--- src/rtl/pc_fetch_ctrl_pkg.sv ---
// ----------------------------------------------------------------------------
// pc_fetch_ctrl_pkg
//   Shared types and defaults for the fetch controller and its next-PC mux.
//   Contents:
//     XLEN_DEFAULT      - default address/instruction width
//     RESET_PC_DEFAULT  - default PC loaded on reset (first fetch address)
//     pc_sel_t          - encoding of the PC_Sel next-PC select input
//     fetch_state_t     - fetch FSM state encoding (HOLD_TRAP is only
//                         reachable when PC_FETCH_MISALIGN_TRAP_EN is defined)
// ----------------------------------------------------------------------------
package pc_fetch_ctrl_pkg;

    localparam int          XLEN_DEFAULT     = 32;
    localparam logic [31:0] RESET_PC_DEFAULT = 32'h0000_0000;

    typedef enum logic [1:0] {
        PC_SEL_SEQ  = 2'b00,  // PC + 4
        PC_SEL_BR   = 2'b01,  // PC + Imm (branch / JAL)
        PC_SEL_JALR = 2'b10,  // ALU result with bit 0 cleared
        PC_SEL_RSVD = 2'b11   // reserved, behaves as sequential
    } pc_sel_t;

    typedef enum logic [1:0] {
        FETCH     = 2'b00,
        WAIT_R    = 2'b01,
        HOLD      = 2'b10,
        HOLD_TRAP = 2'b11
    } fetch_state_t;

endpackage

--- src/rtl/pc_next_mux.sv ---
// ----------------------------------------------------------------------------
// pc_next_mux
//   Combinational next-PC selection.
//   Ports:
//     pc_sel   in   2     select (see pc_sel_t); reserved code = sequential
//     pc_4     in   XLEN  sequential next PC
//     pc_imm   in   XLEN  branch / JAL target
//     alu_out  in   XLEN  JALR target before masking
//     next_pc  out  XLEN  selected target
// ----------------------------------------------------------------------------
module pc_next_mux
    import pc_fetch_ctrl_pkg::*;
#(
    parameter int XLEN = XLEN_DEFAULT
) (
    input  logic [1:0]      pc_sel,
    input  logic [XLEN-1:0] pc_4,
    input  logic [XLEN-1:0] pc_imm,
    input  logic [XLEN-1:0] alu_out,
    output logic [XLEN-1:0] next_pc
);

    pc_sel_t sel;
    assign sel = pc_sel_t'(pc_sel);

    always_comb begin
        next_pc = pc_4;
        case (sel)
            PC_SEL_BR:   next_pc = pc_imm;
            // JALR clears only bit 0; bit 1 is left alone so a half-word
            // aligned target is still visible to the misalign check.
            PC_SEL_JALR: next_pc = {alu_out[XLEN-1:1], 1'b0};
            default:     next_pc = pc_4;
        endcase
    end

endmodule

--- src/rtl/pc_fetch_ctrl.sv ---
// ----------------------------------------------------------------------------
// pc_fetch_ctrl
//   Owns the architectural PC, runs the instruction-memory request/response
//   handshake and presents one fetched instruction at a time to decode.
//
//   Build option: define PC_FETCH_MISALIGN_TRAP_EN to stop fetching when a
//   selected target is not word aligned (Fetch_Misalign set, state HOLD_TRAP,
//   cleared only by reset). Without it Fetch_Misalign is constant 0 and the
//   target is fetched as-is.
//
//   Ports:
//     CLK, RSTN       clock (rising edge), asynchronous active-low reset
//     PC_4, PC_Imm    next-PC candidates from the incrementer
//     ALU_Out         JALR target before bit-0 masking
//     PC_Sel          next-PC select (00 seq, 01 br, 10 jalr, 11 = seq)
//     Instr_Ack       decode consumed Instr; PC_Sel valid this cycle
//     IMem_Req/Addr   fetch request and address (Addr == PC)
//     IMem_Gnt        memory accepted the request
//     IMem_Rvalid/Rdata  read response
//     PC, Instr, Instr_Valid  instruction/PC pair for decode
//     Fetch_Misalign  misaligned-target flag
//     dbg_state       current FSM state, for observation only
//
//   Handshake rules: a request transfers on a rising edge where IMem_Req and
//   IMem_Gnt are both 1; IMem_Addr is held stable from the first cycle of
//   IMem_Req until that edge. A response is taken only on a rising edge where
//   IMem_Rvalid is 1 and the controller is waiting for it (WAIT_R, or the
//   granting edge itself); any other Rvalid is dropped. Toward decode,
//   Instr_Valid is the valid and Instr_Ack the ready: the pair transfers on
//   an edge with both high, and Instr/PC hold until then.
// ----------------------------------------------------------------------------
module pc_fetch_ctrl
    import pc_fetch_ctrl_pkg::*;
#(
    parameter int              XLEN     = XLEN_DEFAULT,
    parameter logic [XLEN-1:0] RESET_PC = XLEN'(RESET_PC_DEFAULT)
) (
    input  logic            CLK,
    input  logic            RSTN,
    input  logic [XLEN-1:0] PC_4,
    input  logic [XLEN-1:0] PC_Imm,
    input  logic [XLEN-1:0] ALU_Out,
    input  logic [1:0]      PC_Sel,
    input  logic            Instr_Ack,
    output logic            IMem_Req,
    output logic [XLEN-1:0] IMem_Addr,
    input  logic            IMem_Gnt,
    input  logic            IMem_Rvalid,
    input  logic [XLEN-1:0] IMem_Rdata,
    output logic [XLEN-1:0] PC,
    output logic [XLEN-1:0] Instr,
    output logic            Instr_Valid,
    output logic            Fetch_Misalign,
    output fetch_state_t    dbg_state
);

    fetch_state_t    state;
    logic [XLEN-1:0] pc_q;
    logic [XLEN-1:0] instr_q;
    logic            req_q;
    logic            valid_q;
    logic [XLEN-1:0] next_pc;

    pc_next_mux #(
        .XLEN    (XLEN)
    ) u_next_mux (
        .pc_sel  (PC_Sel),
        .pc_4    (PC_4),
        .pc_imm  (PC_Imm),
        .alu_out (ALU_Out),
        .next_pc (next_pc)
    );

`ifdef PC_FETCH_MISALIGN_TRAP_EN
    logic misalign_q;
`endif

    always_ff @(posedge CLK or negedge RSTN) begin
        if (!RSTN) begin
            state   <= FETCH;
            pc_q    <= RESET_PC;
            instr_q <= '0;
            req_q   <= 1'b0;
            valid_q <= 1'b0;
`ifdef PC_FETCH_MISALIGN_TRAP_EN
            misalign_q <= 1'b0;
`endif
        end else begin
            case (state)
                FETCH: begin
                    // Out of reset the request is not yet raised; raise it on
                    // the first edge. Gnt is only meaningful while Req is up.
                    if (!req_q) begin
                        req_q <= 1'b1;
                    end else if (IMem_Gnt) begin
                        req_q <= 1'b0;
                        if (IMem_Rvalid) begin
                            instr_q <= IMem_Rdata;
                            valid_q <= 1'b1;
                            state   <= HOLD;
                        end else begin
                            state   <= WAIT_R;
                        end
                    end
                end
                WAIT_R: begin
                    if (IMem_Rvalid) begin
                        instr_q <= IMem_Rdata;
                        valid_q <= 1'b1;
                        state   <= HOLD;
                    end
                end
                HOLD: begin
                    if (Instr_Ack) begin
                        pc_q    <= next_pc;
                        valid_q <= 1'b0;
`ifdef PC_FETCH_MISALIGN_TRAP_EN
                        if (next_pc[1:0] != 2'b00) begin
                            misalign_q <= 1'b1;
                            state      <= HOLD_TRAP;
                        end else begin
                            req_q <= 1'b1;
                            state <= FETCH;
                        end
`else
                        // Request goes out on the very next cycle.
                        req_q <= 1'b1;
                        state <= FETCH;
`endif
                    end
                end
                HOLD_TRAP: begin
                    // Terminal until reset: no request, nothing valid.
                    state <= HOLD_TRAP;
                end
                default: begin
                    state <= FETCH;
                end
            endcase
        end
    end

    assign IMem_Req    = req_q;
    assign IMem_Addr   = pc_q;
    assign PC          = pc_q;
    assign Instr       = instr_q;
    assign Instr_Valid = valid_q;
    assign dbg_state   = state;

`ifdef PC_FETCH_MISALIGN_TRAP_EN
    assign Fetch_Misalign = misalign_q;
`else
    assign Fetch_Misalign = 1'b0;
`endif

endmodule
--- config.mk ---
export PLATFORM = sky130hd
export DESIGN_NAME = pc_fetch_ctrl
export DESIGN_NICKNAME = d
export VERILOG_FILES = /design/src/rtl/pc_fetch_ctrl_pkg.sv /design/src/rtl/pc_next_mux.sv /design/src/rtl/pc_fetch_ctrl.sv
export SDC_FILE = /design/constraint.sdc
export NUM_CORES = 1
export LEC_CHECK = 0
export ABC_CLOCK_PERIOD_IN_PS = 3800
export CAP_MARGIN = 20
export CORE_MARGIN = 2
export CORE_UTILIZATION = 39
export DETAILED_ROUTE_END_ITERATION = 8
export GPL_ROUTABILITY_DRIVEN = 0
export PLACE_DENSITY = 0.87
export SYNTH_ARGS = -nofsm -noshare
export SYNTH_HDL_FRONTEND = slang
export SYNTH_SLANG_ARGS = --single-unit
--- constraint.sdc ---
create_clock -name CLK -period 3.8 [get_ports CLK]
set_clock_uncertainty 0.1 [all_clocks]
set_input_delay 0.57 -clock CLK [delete_from_list [all_inputs] [get_ports CLK]]
set_output_delay 0.57 -clock CLK [all_outputs]
set_load 0.05 [all_outputs]
# Yosys cells after proc, flatten, opt, wreduce, memory -nomap -nowiden

Cells that the tools add are included.

Memories: 0
Output and inout bits: 101
Logic and storage cells: 43
Memory bits (read-only): 0
Flip-flop bits (word level): 68
Latch bits: 0
Bits in writable memories: 0
Input bits: 135

$add $sub $neg: 0
$mul: 0
Shift-type cells: 0
Div/mod/pow operators: 0
Bitwise gates (word level): 0
Muxes and demuxes: 20
Magnitude comparators: 0
Equality and inequality tests: 9
Reduce and logical (&&, ||, !) cells: 9

Operators by type and width:

| kind                                                            | number |
|---|---|
| 32-bit one-hot mux with 2 select lines                          | 2 |
| 32-bit two-way mux                                              | 3 |
| 2-bit two-way mux                                               | 5 |
| 2-bit inequality test, second input constant                    | 4 |
| 2-bit one-hot mux with 4 select lines                           | 1 |
| 4-bit AND reduction                                             | 2 |
| 1-bit two-way mux                                               | 7 |
| 2-bit == test, second input constant                            | 3 |
| 2-bit by 1-bit == test with 1-bit output, second input constant | 2 |
| 2-bit AND reduction                                             | 2 |
| 2-bit nonzero test                                              | 2 |
| 1-bit one-hot mux with 3 select lines                           | 1 |
| 3-bit AND reduction                                             | 1 |
| 3-bit nonzero test                                              | 1 |
| 2-bit zero test                                                 | 1 |
| 1-bit one-hot mux with 2 select lines                           | 1 |

# Depth between registers and ports, before layout

Depth after elaboration: 4
Mapped depth: 6

# By module

From an unflattened synthesis, not the netlist that was laid out.

Cell total of the unflattened synthesis: 298
Area, all modules: 3485.8 sq um

Modules (own cells, without submodules):

| module        | area each (sq um) | instances | sequential area each (sq um) | cells an instance |
|---|---|---|---|---|
| pc_fetch_ctrl | 2845.2            | 1         | 1701.6                       | 185 |
| pc_next_mux   | 640.6             | 1         | 0.0                          | 113 |

# Least setup slack after synthesis

OpenSTA, ideal clock, no wires.

Path kind: input port to flip-flop
Start point: input port PC_Sel[0]
End point: register pc_q[17] (netlist: IMem_Addr[17])
Data arrival time: 1.538 ns
Setup slack: 2.034 ns
Stages: 6
Setup time: 0.128 ns
Cell sequence: inv_1 > ha_1 > buf_2 > clkbuf_1 > a221oi_1 > o31ai_2

Longest elaborated chain between the ends: 2
Elaborated cells on any way between the ends: 3
Those cells by class: eq/ne: 2; mux: 1

RTL lines:

| element                                                                   | RTL line             | RTL |
|---|---|---|
| start, declared                                                           | pc_fetch_ctrl.sv:43  | `input logic [1:0] PC_Sel,` |
| 2-bit == test or 2-bit by 1-bit == test with 1-bit output (tied branches) | pc_next_mux.sv:28    | `case (sel)` |
| 32-bit one-hot mux with 2 select lines (*)                                | pc_next_mux.sv:28    |  |
| end signal, assigned                                                      | pc_fetch_ctrl.sv:115 | `pc_q <= next_pc;` |
| end, declared                                                             | pc_fetch_ctrl.sv:58  | `logic [XLEN-1:0] pc_q;` |

Every way passes the cells marked *; elsewhere a longest branch is shown, timed or not.
A chain may end at the register's enable or synchronous reset.

# Worst setup path in the final report

Start point: input port PC_Sel[0]
End point: register pc_q[5] (netlist: IMem_Addr[5])

The elaborated chain is that of the path after synthesis.

==> results by stage <==
Placement:
- After detailed placement, the total cell area comes to between 5000 and 6000 um2.
- Detailed placement ended at an HPWL of 8208 um.
- Timing analysis after detailed placement gives a worst setup slack of 0.8663 ns.
- The number of cells after detailed placement is just under 600.
- The count of buffers added on input and output ports is 233.

Job:
- Max-cap violations in this run came to 0.

Synthesis:
- The top-area cell type share of the netlist area is 47.03%.
- Summing the areas of all xor and xnor instances in the mapped netlist gives 0% of the synthesized area.
- The cell type contributing the most total cell area after synthesis is sky130_fd_sc_hd__dfrtp_1.
- After Yosys synthesis, and, or, nand and nor cells account for roughly a tenth of the synthesized area.
- The synthesized netlist devotes between 10% and 20% of its cell area to compound gates.
- After synthesis, the largest family of logic cells by area is compound AO/OA/AOI/OAI gates.
- After synthesis, the most frequently instantiated cells are sky130_fd_sc_hd__dfrtp_1 (68), sky130_fd_sc_hd__buf_4 (34), sky130_fd_sc_hd__nand2_1 (33).
- In the synthesized netlist the dominant register cell turns out to be sky130_fd_sc_hd__dfrtp_1.
- The multiplexer fraction of the synthesized cell area is roughly an eighth.
- After synthesis, the mean cell area works out to 11.90 um2.
- By area the synthesized netlist is led by sky130_fd_sc_hd__dfrtp_1 (47%), sky130_fd_sc_hd__mux2_4 (12%), sky130_fd_sc_hd__a221oi_1 (7.5%).
- The number of distinct library cells after synthesis is 28.
- Counting flops and latches in the post-synthesis netlist gives 68.
- Yosys mapped a number of flops with a built-in enable equal to 0.
- The cell count after synthesis came out at around 300.
- The cell area that synthesis handed to floorplanning was between 3000 and 4000 um2.
- After synthesis, the share of flip-flops with an asynchronous set or reset is 100.0%.
- The count of synthesis-stage warnings from yosys is 0.
- The share of the Yosys chip area taken by registers is 47.03%.
- The cell with the most instances after synthesis is sky130_fd_sc_hd__dfrtp_1.
- The number of nets handed over by synthesis was roughly 440.
- Summing the areas of all fa, ha and maj instances in the mapped netlist gives 0.6916% of the synthesized area.

STA:
- The worst slew margin relative to its limit is approximately half.
- Setup repair after global routing left no endpoint under its margin.
- Of the available clock period, the critical path in the final layout requires 67.19%.
- The final hold violation count is 0.
- The slew at the pin with the worst max-slew slack is 0.7209 ns.
- Setup violations remaining at the end of the flow were counted as 0.
- The clock period minus worst slack is 2.553 ns.
- Timing would allow up to between 300 and 400 MHz.
- The final-layout setup total negative slack is 0 ns.
- The final count of pins violating max slew is 0.
- The least setup slack across all paths after layout is between 1 and 1.5 ns.

Pwr:
- The part of the total power dissipated in sequential elements is approximately a quarter.
- The highest ir drop seen on vdd is ~520 uV.
- The net switching power is around 0.0029 W.
- The internal power is 0.002856 W.
- The relative contribution of combinational cells to total power is 65.6%.
- The clock network fraction of design power is between 10% and 20%.
- The standby leakage power is about 2.5 nW.
- Net switching is about half of the power.
- The total power per unit cell area is slightly below 1000 nW/um2.

Clocking:
- TritonCTS built the clock tree.
- Hold repair after CTS inserted 0 buffers.
- After clock tree synthesis, the clock-pin slew on the worst setup and hold paths is about 0.070 ns.
- The clock latency reported for the late side of the worst-skew pair is between 0.3 and 0.4 ns.
- The TritonCTS buffer count is 9.
- The post-CTS resize count is 0.
- The post-CTS setup buffer count is 0.
- The H-tree was split into 3 levels.
- In this run the clock root is driven by a sky130_fd_sc_hd__clkbuf_8.
- Counting every sink on the clock net gives 68.
- The largest buffer count on any clock path is 2.

Worst setup path:
- The endpoint class of the critical path is a flip-flop.
- The required time reported for the critical path endpoint is approximately 3.9 ns.
- The path type of the worst setup path is in2reg.
- The longest individual stage delay on the worst path is roughly 0.72 ns.
- The largest individual stage delay along the critical path comes from the cell sky130_fd_sc_hd__ha_1.
- The worst setup path is launched from a primary input.
- Along the worst path, the maximum fanout reaches 40.
- Walking the worst path, the cells encountered are clkdlybuf4s50_1 > inv_1 > ha_1 > buf_4 > a221oi_1 > o31ai_1.
- Data arrives at the worst endpoint at roughly 2.7 ns.

Detailed routing:
- The wire length on met1 is around 4100 um.
- Signal routing reaches up to met4.
- The met3 layer wire length in the routed design is about 930 um.
- The detailed router finished its first iteration with between 80 and 90 violations.
- The count of nets left with antenna violations once routing finished came out at 0.
- The wire length per cell after detailed routing is around 18 um.
- The number of vias per cell after detailed routing is just over 5.
- The routed wire length on met2 is roughly 5500 um.
- The routed wire length is approximately 11000 um.
- The first TritonRoute pass finished after 4 iterations.
- The DRC violation count after routing is 0.
- The routed layout has a little over 3000 vias.

Outcome:
- The flow ran to the end, and the final reports show no timing, DRC or antenna violations.

Layout:
- Summing all non-filler instances in the final layout gives an area of 5964 um2.
- Once layout is complete, the utilization of the core stands at about two thirds.
- The area of all sequential standard cells is roughly 1700 um2.
- The ratio of cells with drive above 1 in the final layout is about 14%.
- Leaving out filler cells and counting taps, the final layout contains roughly 610.
- The final-stage net count is 635.
- After filler insertion, the fill cell instance count of the layout stands at 727.
- In the final layout, the multi-input gates occupy ~1500 um2.
- Relative to the synthesized area, the layout overhead comes to 64.83%.

Global routing:
- The maximum number of pins on one net before global-route repair is 66.
- The via count of the first global-routing pass is 3250.
- In the global route stage, overall resource usage came out at between 20% and 30%.
- For this run the aggregate overflow at the end of global routing stands at 0.
- The first global-routing pass estimated between 15000 and 20000 um of wire.
- The initial antenna violation count is 1.

Die:
- In this run the horizontal extent of the chip is between 100 and 150 um.
- The die span in y is around 100 um.
- The standard cell core area is a little over 9000 um2.
- For this configuration, the core starts out at a cell density of 39.73%.
- The top-level I/O count is approximately 240.
- The floorplan row count is 35.
- The die area is about 10000 um2.

Worst hold path:
- The worst min-delay path category is in2async.
[cell usage in the layout, fill, tap and decap left out]
| cell type | synthesis | routed |
|---|---|---|
| sky130_fd_sc_hd__clkdlybuf4s50_1 | 0 | 232 |
| sky130_fd_sc_hd__dfrtp_1 | 68 | 68 |
| sky130_fd_sc_hd__nand2_1 | 33 | 33 |
| sky130_fd_sc_hd__nor2b_1 | 32 | 32 |
| sky130_fd_sc_hd__a221oi_1 | 31 | 31 |
| sky130_fd_sc_hd__mux2_4 | 30 | 30 |
| sky130_fd_sc_hd__o31ai_2 | 16 | 16 |
| sky130_fd_sc_hd__o31ai_1 | 15 | 15 |
| sky130_fd_sc_hd__clkbuf_8 | 0 | 10 |
| sky130_fd_sc_hd__buf_4 | 34 | 5 |
| sky130_fd_sc_hd__inv_1 | 4 | 4 |
| sky130_fd_sc_hd__mux2_2 | 2 | 2 |
| sky130_fd_sc_hd__o21a_1 | 2 | 2 |
| sky130_fd_sc_hd__a21oi_1 | 2 | 2 |
| sky130_fd_sc_hd__ha_1 | 2 | 2 |
| sky130_fd_sc_hd__clkbuf_1 | 12 | 2 |
| sky130_fd_sc_hd__bufinv_16 | 0 | 2 |
| sky130_fd_sc_hd__diode_2 | 0 | 1 |
| sky130_fd_sc_hd__nand3b_1 | 1 | 1 |
| sky130_fd_sc_hd__a21oi_2 | 1 | 1 |
| sky130_fd_sc_hd__nand2b_4 | 1 | 1 |
| sky130_fd_sc_hd__nor2_4 | 1 | 1 |
| sky130_fd_sc_hd__o32a_1 | 1 | 1 |
| sky130_fd_sc_hd__a22oi_1 | 1 | 1 |
| sky130_fd_sc_hd__o2bb2a_1 | 1 | 1 |
| sky130_fd_sc_hd__and3b_1 | 1 | 1 |
| sky130_fd_sc_hd__o21ai_1 | 1 | 1 |
| sky130_fd_sc_hd__nor2_1 | 1 | 1 |
| sky130_fd_sc_hd__conb_1 | 1 | 1 |
| sky130_fd_sc_hd__buf_2 | 4 | 1 |
| sky130_fd_sc_hd__buf_8 | 0 | 1 |
[worst paths after layout]
kind / endpoint / slack [ns] / cells after the start / startpoint
worst max register to register: Instr[0]$_DFFE_PN0P_ / 1.97 / 4 / dbg_state[1]$_DFFE_PN0P_
worst min register to register: Instr[22]$_DFFE_PN0P_ / 0.41 / 1 / Instr[22]$_DFFE_PN0P_
worst min-delay path: Instr[3]$_DFFE_PN0P_ / 0.17 / 1 / RSTN
worst max-delay path: IMem_Addr[5]$_DFFE_PN0P_ / 1.25 / 6 / PC_Sel[0]
max in group asynchronous: Instr[8]$_DFFE_PN0P_ / 2.47 / 2 / RSTN
min in group CLK: Instr[22]$_DFFE_PN0P_ / 0.41 / 1 / Instr[22]$_DFFE_PN0P_
[cell type report]
class | instances | share of cell area, %
antenna | 1 | 0.04196
sequential | 68 | 28.53
multi-input combinational | 176 | 25.51
inverter | 4 | 0.2517
clock buffer | 12 | 2.433
clock inverter | 2 | 1.007
timing repair buffer | 239 | 39.90
tap | 111 | 2.329
[sequential cells by signal, indices dropped and copies added (netlist names)]
name         cells
IMem_Req         1
IMem_Addr       32
Instr           32
dbg_state        2
Instr_Valid      1
[power groups by stage]
stage | Sequential, W | Combinational [W] | Clock (W)
2_1_floorplan | 0.00253 | 0.00154 | 0
3_3_place_gp | 0.00133 | 0.00376 | 0
3_5_place_dp | 0.00136 | 0.00380 | 0
4_1_cts | 0.00135 | 0.00382 | 0.000649
5_1_grt | 0.00139 | 0.00393 | 0.000686
6_report | 0.00135 | 0.00379 | 0.000637
[stage by stage]
| stage | power (W) | hold WS [ns] |
|---|---|---|
| floorplan | 0.004068 | 0.1744 |
| global placement | 0.005091 | 0.3889 |
| detailed placement | 0.005163 | 0.3983 |
| CTS | 0.005819 | 0.1916 |
| global route | 0.006015 | 0.2284 |
| finish | 0.005778 | 0.1720 |
[worst max-delay path, delay by kind of cell]
| kind | cells | cell delay, ns |
|---|---|---|
| fa+ha+maj | 1 | 0.72 |
| buf+inv | 3 | 0.99 |
| compound gates | 2 | 0.38 |
[cells by family after synthesis]
kind of cell             count (synthesis)
AO/OA/AOI/OAI                           71
adder cells (fa/ha/maj)                  2
buffers and inverters                   60
flip-flops                              68
multiplexers                            32
other                                    1
AND/OR/NAND/NOR                         70
[metal layers]
metal | vias to the layer above | global-route usage, %
li1 | 1450 | -
met1 | 1493 | 23.57
met2 | 159 | 36.24
met3 | 16 | 7.173
met4 | 0 | 7.587
met5 | - | 0
No activity file was read; power rests on OpenSTA's default activity.
